<file path="src/rtl/fp_mac_pkg.sv">
// Shared definitions for the fp_mac accelerator and its sequencing master:
// FSM state encoding, slave register map and float32 constants.
package fp_mac_pkg;

  typedef enum logic [2:0] {
    IDLE  = 3'd0,
    FETCH = 3'd1,
    WR_A  = 3'd2,
    WR_B  = 3'd3,
    WR_C  = 3'd4,
    RD    = 3'd5,
    RWAIT = 3'd6,
    DONE  = 3'd7
  } state_t;

  localparam logic [2:0]  FP_MAC_ADDR_A   = 3'd0;
  localparam logic [2:0]  FP_MAC_ADDR_B   = 3'd1;
  localparam logic [2:0]  FP_MAC_ADDR_C   = 3'd2;
  localparam logic [2:0]  FP_MAC_ADDR_RES = 3'd0;
  localparam logic [31:0] FP32_ZERO       = 32'h0;

endpackage

</file>
<file path="src/rtl/fp_mac_seq_master.sv">
// Avalon-MM master sequencing the fp_mac slave through a float32 dot product.
// Optional FP_MAC_SEQ_WAITREQ_EN: honour avm_waitrequest on every bus phase.
module fp_mac_seq_master
  import fp_mac_pkg::*;
#(
  parameter int LEN_W        = 16,
  parameter int READ_LATENCY = 1
) (
  input  logic             clk,
  input  logic             reset_n,
  input  logic             start,
  input  logic [LEN_W-1:0] len,
  input  logic [31:0]      acc_init,
  output logic             busy,
  input  logic             op_valid,
  input  logic [31:0]      op_a,
  input  logic [31:0]      op_b,
  output logic             op_ready,
  output logic             res_valid,
  output logic [31:0]      res_data,
  input  logic             res_ready,
  output logic [2:0]       avm_address,
  output logic [31:0]      avm_writedata,
  output logic             avm_write,
  output logic             avm_read,
  input  logic [31:0]      avm_readdata,
  input  logic             avm_waitrequest
);

  localparam logic [2:0] LAT_LAST = 3'(READ_LATENCY - 1);

  state_t           state;
  logic [31:0]      a;
  logic [31:0]      b;
  logic [31:0]      acc;
  logic [LEN_W-1:0] rem;
  logic [2:0]       lat_cnt;
  logic             stall;

`ifdef FP_MAC_SEQ_WAITREQ_EN
  assign stall = avm_waitrequest;
`else
  logic unused_waitrequest;
  assign unused_waitrequest = avm_waitrequest;
  assign stall = 1'b0;
`endif

  always_ff @(posedge clk or negedge reset_n) begin
    if (!reset_n) begin
      state   <= IDLE;
      a       <= FP32_ZERO;
      b       <= FP32_ZERO;
      acc     <= FP32_ZERO;
      rem     <= '0;
      lat_cnt <= '0;
    end else begin
      case (state)
        IDLE: begin
          if (start) begin
            acc   <= acc_init;
            rem   <= len;
            state <= (len == '0) ? DONE : FETCH;
          end
        end
        FETCH: begin
          if (op_valid) begin
            a     <= op_a;
            b     <= op_b;
            state <= WR_A;
          end
        end
        WR_A: if (!stall) state <= WR_B;
        WR_B: if (!stall) state <= WR_C;
        WR_C: if (!stall) state <= RD;
        RD: begin
          if (!stall) begin
            lat_cnt <= '0;
            state   <= RWAIT;
          end
        end
        // Readdata is valid on the final latency count only.
        RWAIT: begin
          if (lat_cnt == LAT_LAST) begin
            acc   <= avm_readdata;
            rem   <= rem - LEN_W'(1);
            state <= (rem == LEN_W'(1)) ? DONE : FETCH;
          end else begin
            lat_cnt <= lat_cnt + 3'd1;
          end
        end
        DONE: if (res_ready) state <= IDLE;
        default: state <= IDLE;
      endcase
    end
  end

  always_comb begin
    avm_address   = FP_MAC_ADDR_A;
    avm_writedata = FP32_ZERO;
    avm_write     = 1'b0;
    avm_read      = 1'b0;
    case (state)
      WR_A: begin
        avm_write     = 1'b1;
        avm_address   = FP_MAC_ADDR_A;
        avm_writedata = a;
      end
      WR_B: begin
        avm_write     = 1'b1;
        avm_address   = FP_MAC_ADDR_B;
        avm_writedata = b;
      end
      WR_C: begin
        avm_write     = 1'b1;
        avm_address   = FP_MAC_ADDR_C;
        avm_writedata = acc;
      end
      RD: begin
        avm_read    = 1'b1;
        avm_address = FP_MAC_ADDR_RES;
      end
      default: ;
    endcase
  end

  assign busy      = (state != IDLE);
  assign op_ready  = (state == FETCH);
  assign res_valid = (state == DONE);
  assign res_data  = acc;

endmodule
</file>
<file path="config.mk">
export PLATFORM = sky130hd
export DESIGN_NAME = fp_mac_seq_master
export DESIGN_NICKNAME = d
export VERILOG_FILES = /design/src/rtl/fp_mac_pkg.sv /design/src/rtl/fp_mac_seq_master.sv
export SDC_FILE = /design/constraint.sdc
export NUM_CORES = 1
export LEC_CHECK = 0
export CAP_MARGIN = 10
export CORE_ASPECT_RATIO = 0.75
export CORE_MARGIN = 5
export CORE_UTILIZATION = 43
export CTS_BUF_LIST = sky130_fd_sc_hd__clkbuf_16
export DETAILED_ROUTE_END_ITERATION = 10
export PLACE_DENSITY = 0.78
export SETUP_SLACK_MARGIN = 0.15
export SLEW_MARGIN = 20
export SYNTH_ARGS = -nofsm -noshare
export SYNTH_HDL_FRONTEND = slang
export SYNTH_SLANG_ARGS = --single-unit
</file>
<file path="constraint.sdc">
create_clock -name clk -period 3.7 [get_ports clk]
set_input_delay 0.74 -clock clk [delete_from_list [all_inputs] [get_ports clk]]
set_output_delay 0.74 -clock clk [all_outputs]
set_load 0.01 [all_outputs]
</file>
==> results of run 1 <==
[power by group]
part           total [mW]  internal, mW  switching (mW)
sequential           2.42          1.94           0.479
clock                1.59          1.03           0.560
combinational        3.42          1.81            1.62
[layout make-up]
type	count	area (um^2)
flip-flops and latches	118	2960
clock buffers	17	425
multi-input cells	445	2790
inverters	6	22.5
fillers	1069	4750
clock inverters	14	143
repair buffers	230	2310
well taps	175	219
[metrics by stage]
| step | setup WS (ns) | utilization |
|---|---|---|
| floorplan | 1.37 | - |
| global placement | 0.769 | 0.609 |
| detailed placement | 0.727 | 0.609 |
| CTS | 0.287 | 0.651 |
| global route | 0.196 | 0.651 |
| finish | 0.397 | 0.651 |
[cell usage in the layout (no fill, tap or decap), types with 2 or more instances in the layout]
master             n
clkdlybuf4s50_1  218
dfrtp_1          116
nand2_1          115
mux2_2            64
o21ai_0           56
nor2_1            49
mux2i_1           32
a31oi_1           32
a21oi_1           22
clkbuf_16         17
nor3_1            10
buf_4              9
inv_1              7
nand3_1            7
clkinv_2           6
o22ai_1            5
nor4_1             5
or3_1              4
a21o_1             4
ha_1               4
nand2b_1           3
or2_2              3
a22oi_1            3
bufinv_16          3
clkinv_1           3
buf_12             3
nor2_4             2
or3b_2             2
nor2b_1            2
o21a_1             2
nand4_1            2
dfrtp_2            2
[cells by family after synthesis]
group           after synthesis  share of synthesized area
other cells                   1                   0.000633
mux                          96                      0.176
simple gates                212                      0.154
compound gates              132                      0.127
flops                       118                      0.498
buf+inv                      50                     0.0359
fa+ha+maj                     4                    0.00845
[worst reg2reg max path: cells and delay by family, from the launching register on]
kind | cells | cell delay, ns
buf+inv | 2 | 0.92
mux | 1 | 0.40
simple gates | 2 | 0.78
flops | 1 | 0.34
[layer usage]
layer | vias to the layer above | track usage
met5 | - | 0
met4 | 0 | 0.0796
met3 | 29 | 0.0810
met2 | 249 | 0.378
met1 | 2596 | 0.282
li1 | 2555 | -
[state kept, by name (all words and copies together), names as in the netlist]
name      cells
a            32
b            32
lat_cnt       3
rem          16
res_data     32
state         3
[final timing paths]
kind / to / depth (start not counted)
hold / removal: res_data[10]$_DFFE_PN0P_ / 1
setup / recovery: avm_writedata[25] / 4
max in group asynchronous: state[0]$_DFFE_PN0P_ / 2
hold reg to reg: b[12]$_DFFE_PN0P_ / 1
min in group clk: b[12]$_DFFE_PN0P_ / 1
setup reg to reg: a[21]$_DFFE_PN0P_ / 5
==> impl_metrics.yaml, run 1 <==
outcome:
  status: "completed"
logic_synthesis:
  synthTopCellsByArea: "dfrtp_1, mux2_2, nand2_1"
  netlist_instances: 613
  synthArstFlopShare: 1.00
  synth-edff-count: 0
  synth_top_area_cell: "dfrtp_1"
  synth.cell_area_um2: 5930
  synth_nets: 767
  synth_ff_type: "dfrtp_1"
  synthMostInstantiatedCell: "dfrtp_1"
  synthTopCellsByCount: "dfrtp_1, nand2_1, mux2_2"
  ys_warn_count: 0
  ys_seq_elements: 118
  netlist.area_leader.share: 0.498
  yosys.cell_types.count: 43
  avgSynthCellArea_um2: 9.67
  yosysSeqAreaShare: 0.498
clock_network:
  cts-htree-levels: 4
  clock_path_buffers: 2
  ctsResizeCount: 0
  cts.clk_slew.worst_paths_ns: 0.05
  root_buffer: "clkbuf_16"
  cts_setup_buffers: 0
  cts_tree: "built"
  cts_hold_buffers: 0
  numClockSinks: 118
  clk_latency_ns: 0.41
  cts_made_buffers: 17
placement:
  io_buffers: 219
  dpl_cell_area_um2: 8290
  post-dp-hpwl_um: 13600
  finalWeightedCongestion: 0.909
  place_inst: 974
route:
  dr.pass1.iters: 5
  ant_nets: 0
  routed-wl-met2_um: 8690
  met3_length_um: 1860
  vias_per_cell: 5.40
  routedWlPerCell_um: 18.4
  wl_met1_um: 7610
  vias: 5429
  finalWirelength_um: 18500
  drc: 0
  drt-initial-drc-count: 295
  top_layer: "met4"
floorplanning:
  die_h_um: 112
  fp.coreArea_um2: 13600
  std_cell_rows: 37
  dieArea_um2: 16300
  ios: 222
  start_util: 0.435
  die-width_um: 146
worst_hold_path:
  min_path_type: "input pin to asynchronous set/reset pin"
critical_path:
  worst-path-buf-inv: 2
  r2r_slack_ns: 1.14
  critPathKind: "flop to output pin"
  crit_family: "buffers and inverters"
  crit_slowest_cell: "clkdlybuf4s50_1"
  crit_arrival_ns: 2.56
  r2r-start: "state[0]$_DFFE_PN0P_"
  cp_slowest_stage_delay_ns: 0.61
  startpoint_type: "flop"
  critPathLaunch: "state[2]$_DFFE_PN0P_"
  path_cells: "nand2b_1 -> buf_4 -> o21ai_0 -> clkdlybuf4s50_1"
  path_max_fanout: 25
  endpoint_kind: "output pin"
  required_ns: 2.96
timing:
  tightest_slew_ns: 0.869
  fin_crit_sh: 0.893
  fmax_mhz: 303
  maxSlewViolCount: 0
  finalSetupTns_ns: 0
  hold_viol: 0
  fin_crit_ns: 3.30
  worst_clock_skew_ns: 0.00752
  setup_viol: 0
  timing.slew.headroom: 0.421
  hold_slack_ns: 0.430
  rsz0062_at_grt: "no"
grt:
  grt_pass1_wl_um: 29800
  grt_remaining_overflow: 0
  grt_pass1_vias: 5685
  antenna_found_initial: 0
  grt_max_degree: 68
  gr-usage-all-layers: 0.230
power:
  ir_drop_uv: 432
  leakagePower_nw: 3.61
  total_power_mw: 7.44
  power_density_nw_per_um2: 839
final_layout:
  area_growth_pct: 49.6
  design_area_um2: 8860
  layout-drive-gt1-share: 0.142
  diodes: 0
  fin_cells: 1005
  nets: 972
flow_run:
  max_cap_viol_count: 0
(Power assumes the default switching activity.)
==> inputs of run 2 (changes only) <==
--- a/config.mk
+++ b/config.mk
@@ -7,7 +7,6 @@
 export LEC_CHECK = 0
 export CAP_MARGIN = 10
 export CORE_ASPECT_RATIO = 0.75
-export CORE_MARGIN = 5
 export CORE_UTILIZATION = 43
 export CTS_BUF_LIST = sky130_fd_sc_hd__clkbuf_16
 export DETAILED_ROUTE_END_ITERATION = 10
==> run 2 against run 1 <==
Net effect: design area rose by 0.37%; critical path depth did not move; global-route usage rose by 3.0 points; sequential share of layout area fell by 0.14 points; sequential power barely moved; clock skew rose by 0.00080 ns; combinational power barely moved; flip-flop and latch count did not move; core utilization rose by 2.3 points; clock power rose by 3%; hold slack got worse by 0.0077 ns; non-clock buffer count rose by 1; largest cell class unchanged; largest power group unchanged.
==> impl_metrics.yaml, run 2 (same netlist as run 1, synthesis figures left out) <==
power:
  ir_drop_uv: 412
  leakagePower_nw: 3.61
  power_density_nw_per_um2: 842
clock_network:
  cts_hold_buffers: 0
  clock_path_buffers: 2
  clk_latency_ns: 0.41
  cts_tree: "built"
  root_buffer: "clkbuf_16"
  cts-htree-levels: 4
  cts.clk_slew.worst_paths_ns: 0.06
  numClockSinks: 118
  cts_made_buffers: 17
timing:
  worst_slack_ns: 0.548
  fin_crit_ns: 3.15
  timing.slew.headroom: 0.375
  fin_crit_sh: 0.852
  maxSlewViolCount: 0
  rsz0062_at_grt: "no"
  fmax_mhz: 317
  worst_clock_skew_ns: 0.00832
  finalSetupTns_ns: 0
  tightest_slew_ns: 0.935
  hold_viol: 0
  hold_slack_ns: 0.422
  setup_viol: 0
floorplanning:
  start_util: 0.449
  fp.coreArea_um2: 13200
  die-width_um: 138
  dieArea_um2: 14300
  std_cell_rows: 36
  ios: 222
  die_h_um: 104
placement:
  place_inst: 970
  post-dp-hpwl_um: 12800
  io_buffers: 219
  finalWeightedCongestion: 0.837
  place_ws_ns: 0.748
route:
  vias_per_cell: 5.51
  drt-initial-drc-count: 263
  dr.pass1.iters: 5
  vias: 5522
  drc: 0
  routedWlPerCell_um: 18.1
  ant_nets: 0
  finalWirelength_um: 18200
outcome:
  status: "completed"
final_layout:
  diodes: 0
  final_util: 0.674
  final_cell_mix: "clkdlybuf4s50_1, dfrtp_1, nand2_1"
  area_growth_pct: 50.1
  layout_commonest_cell: "clkdlybuf4s50_1"
  layout-drive-gt1-share: 0.146
  nets: 973
  fin_cells: 1002
critical_path:
  startpoint_type: "flop"
  critPathKind: "flop to output pin"
  path_max_fanout: 46
  required_ns: 2.96
  rr_worst_depth: 5
  endpoint_kind: "output pin"
  crit_arrival_ns: 2.41
grt:
  grt_max_degree: 62
  grt_pass1_vias: 5653
  gr-usage-all-layers: 0.260
  antenna_found_initial: 0
  grt_remaining_overflow: 0
  grt_pass1_wl_um: 28300
worst_hold_path:
  min_path_type: "input pin to asynchronous set/reset pin"
flow_run:
  max_cap_viol_count: 0
[run 2: cell count changes in the layout (fill, tap and decap cells not counted)]
cell / delta
clkinv_1: -3
clkinv_2: -2
inv_6: +1
buf_12: +1
clkinv_4: +1
clkinvlp_4: +3
dfrtp_2: -1
dfrtp_1: +1
[run 2: worst paths after layout]
check	from	to	slack (ns)
hold / removal	reset_n	res_data[27]$_DFFE_PN0P_	0.42
setup reg to reg	state[0]$_DFFE_PN0P_	b[28]$_DFFE_PN0P_	0.99
setup / recovery	state[0]$_DFFE_PN0P_	avm_writedata[24]	0.55
max in group asynchronous	reset_n	state[0]$_DFFE_PN0P_	2.47
hold reg to reg	a[31]$_DFFE_PN0P_	a[31]$_DFFE_PN0P_	0.50
min in group clk	a[31]$_DFFE_PN0P_	a[31]$_DFFE_PN0P_	0.50
[run 2: stage by stage]
stage / instance area (um^2) / power (mW)
2_1_floorplan: 5930 / 4.24
3_3_place_gp: 8290 / 5.71
3_5_place_dp: 8290 / 5.85
4_1_cts: 8870 / 7.52
5_1_grt: 8890 / 7.97
6_report: 8890 / 7.49
[run 2: timing repair]
| item | in CTS | in global routing |
|---|---|---|
| buffers inserted | 0 | 1 |
| gates resized for setup | 0 | 0 |
| setup endpoints to repair | 0 | 3 |
[run 2: area by class of cell]
| class | instances | area (um^2) |
|---|---|---|
| clock buffers | 17 | 425 |
| clock inverters | 14 | 161 |
| multi-input cells | 445 | 2790 |
| fillers | 997 | 4300 |
| well taps | 171 | 214 |
| repair buffers | 231 | 2330 |
| inverters | 6 | 22.5 |
| flip-flops and latches | 118 | 2950 |
[run 2: per-layer routing]
layer	share of wire	vias to the layer above	GRT usage
met5	0	-	0
met1	0.41	2669	0.306
li1	-	2558	-
met3	0.088	27	0.0685
met2	0.49	268	0.441
met4	0.018	0	0.111
[run 2: where the power goes]
group	internal (mW)	switching [mW]
Combinational	1.82	1.59
Sequential	1.94	0.500
Clock	1.05	0.593
[run 2: worst max-delay path, stage by stage, from the launching register on]
cell and delay, ns:
dfrtp_2 0.35, buf_4 0.61, mux2i_1 0.19, o21ai_0 0.25, clkdlybuf4s50_1 0.59
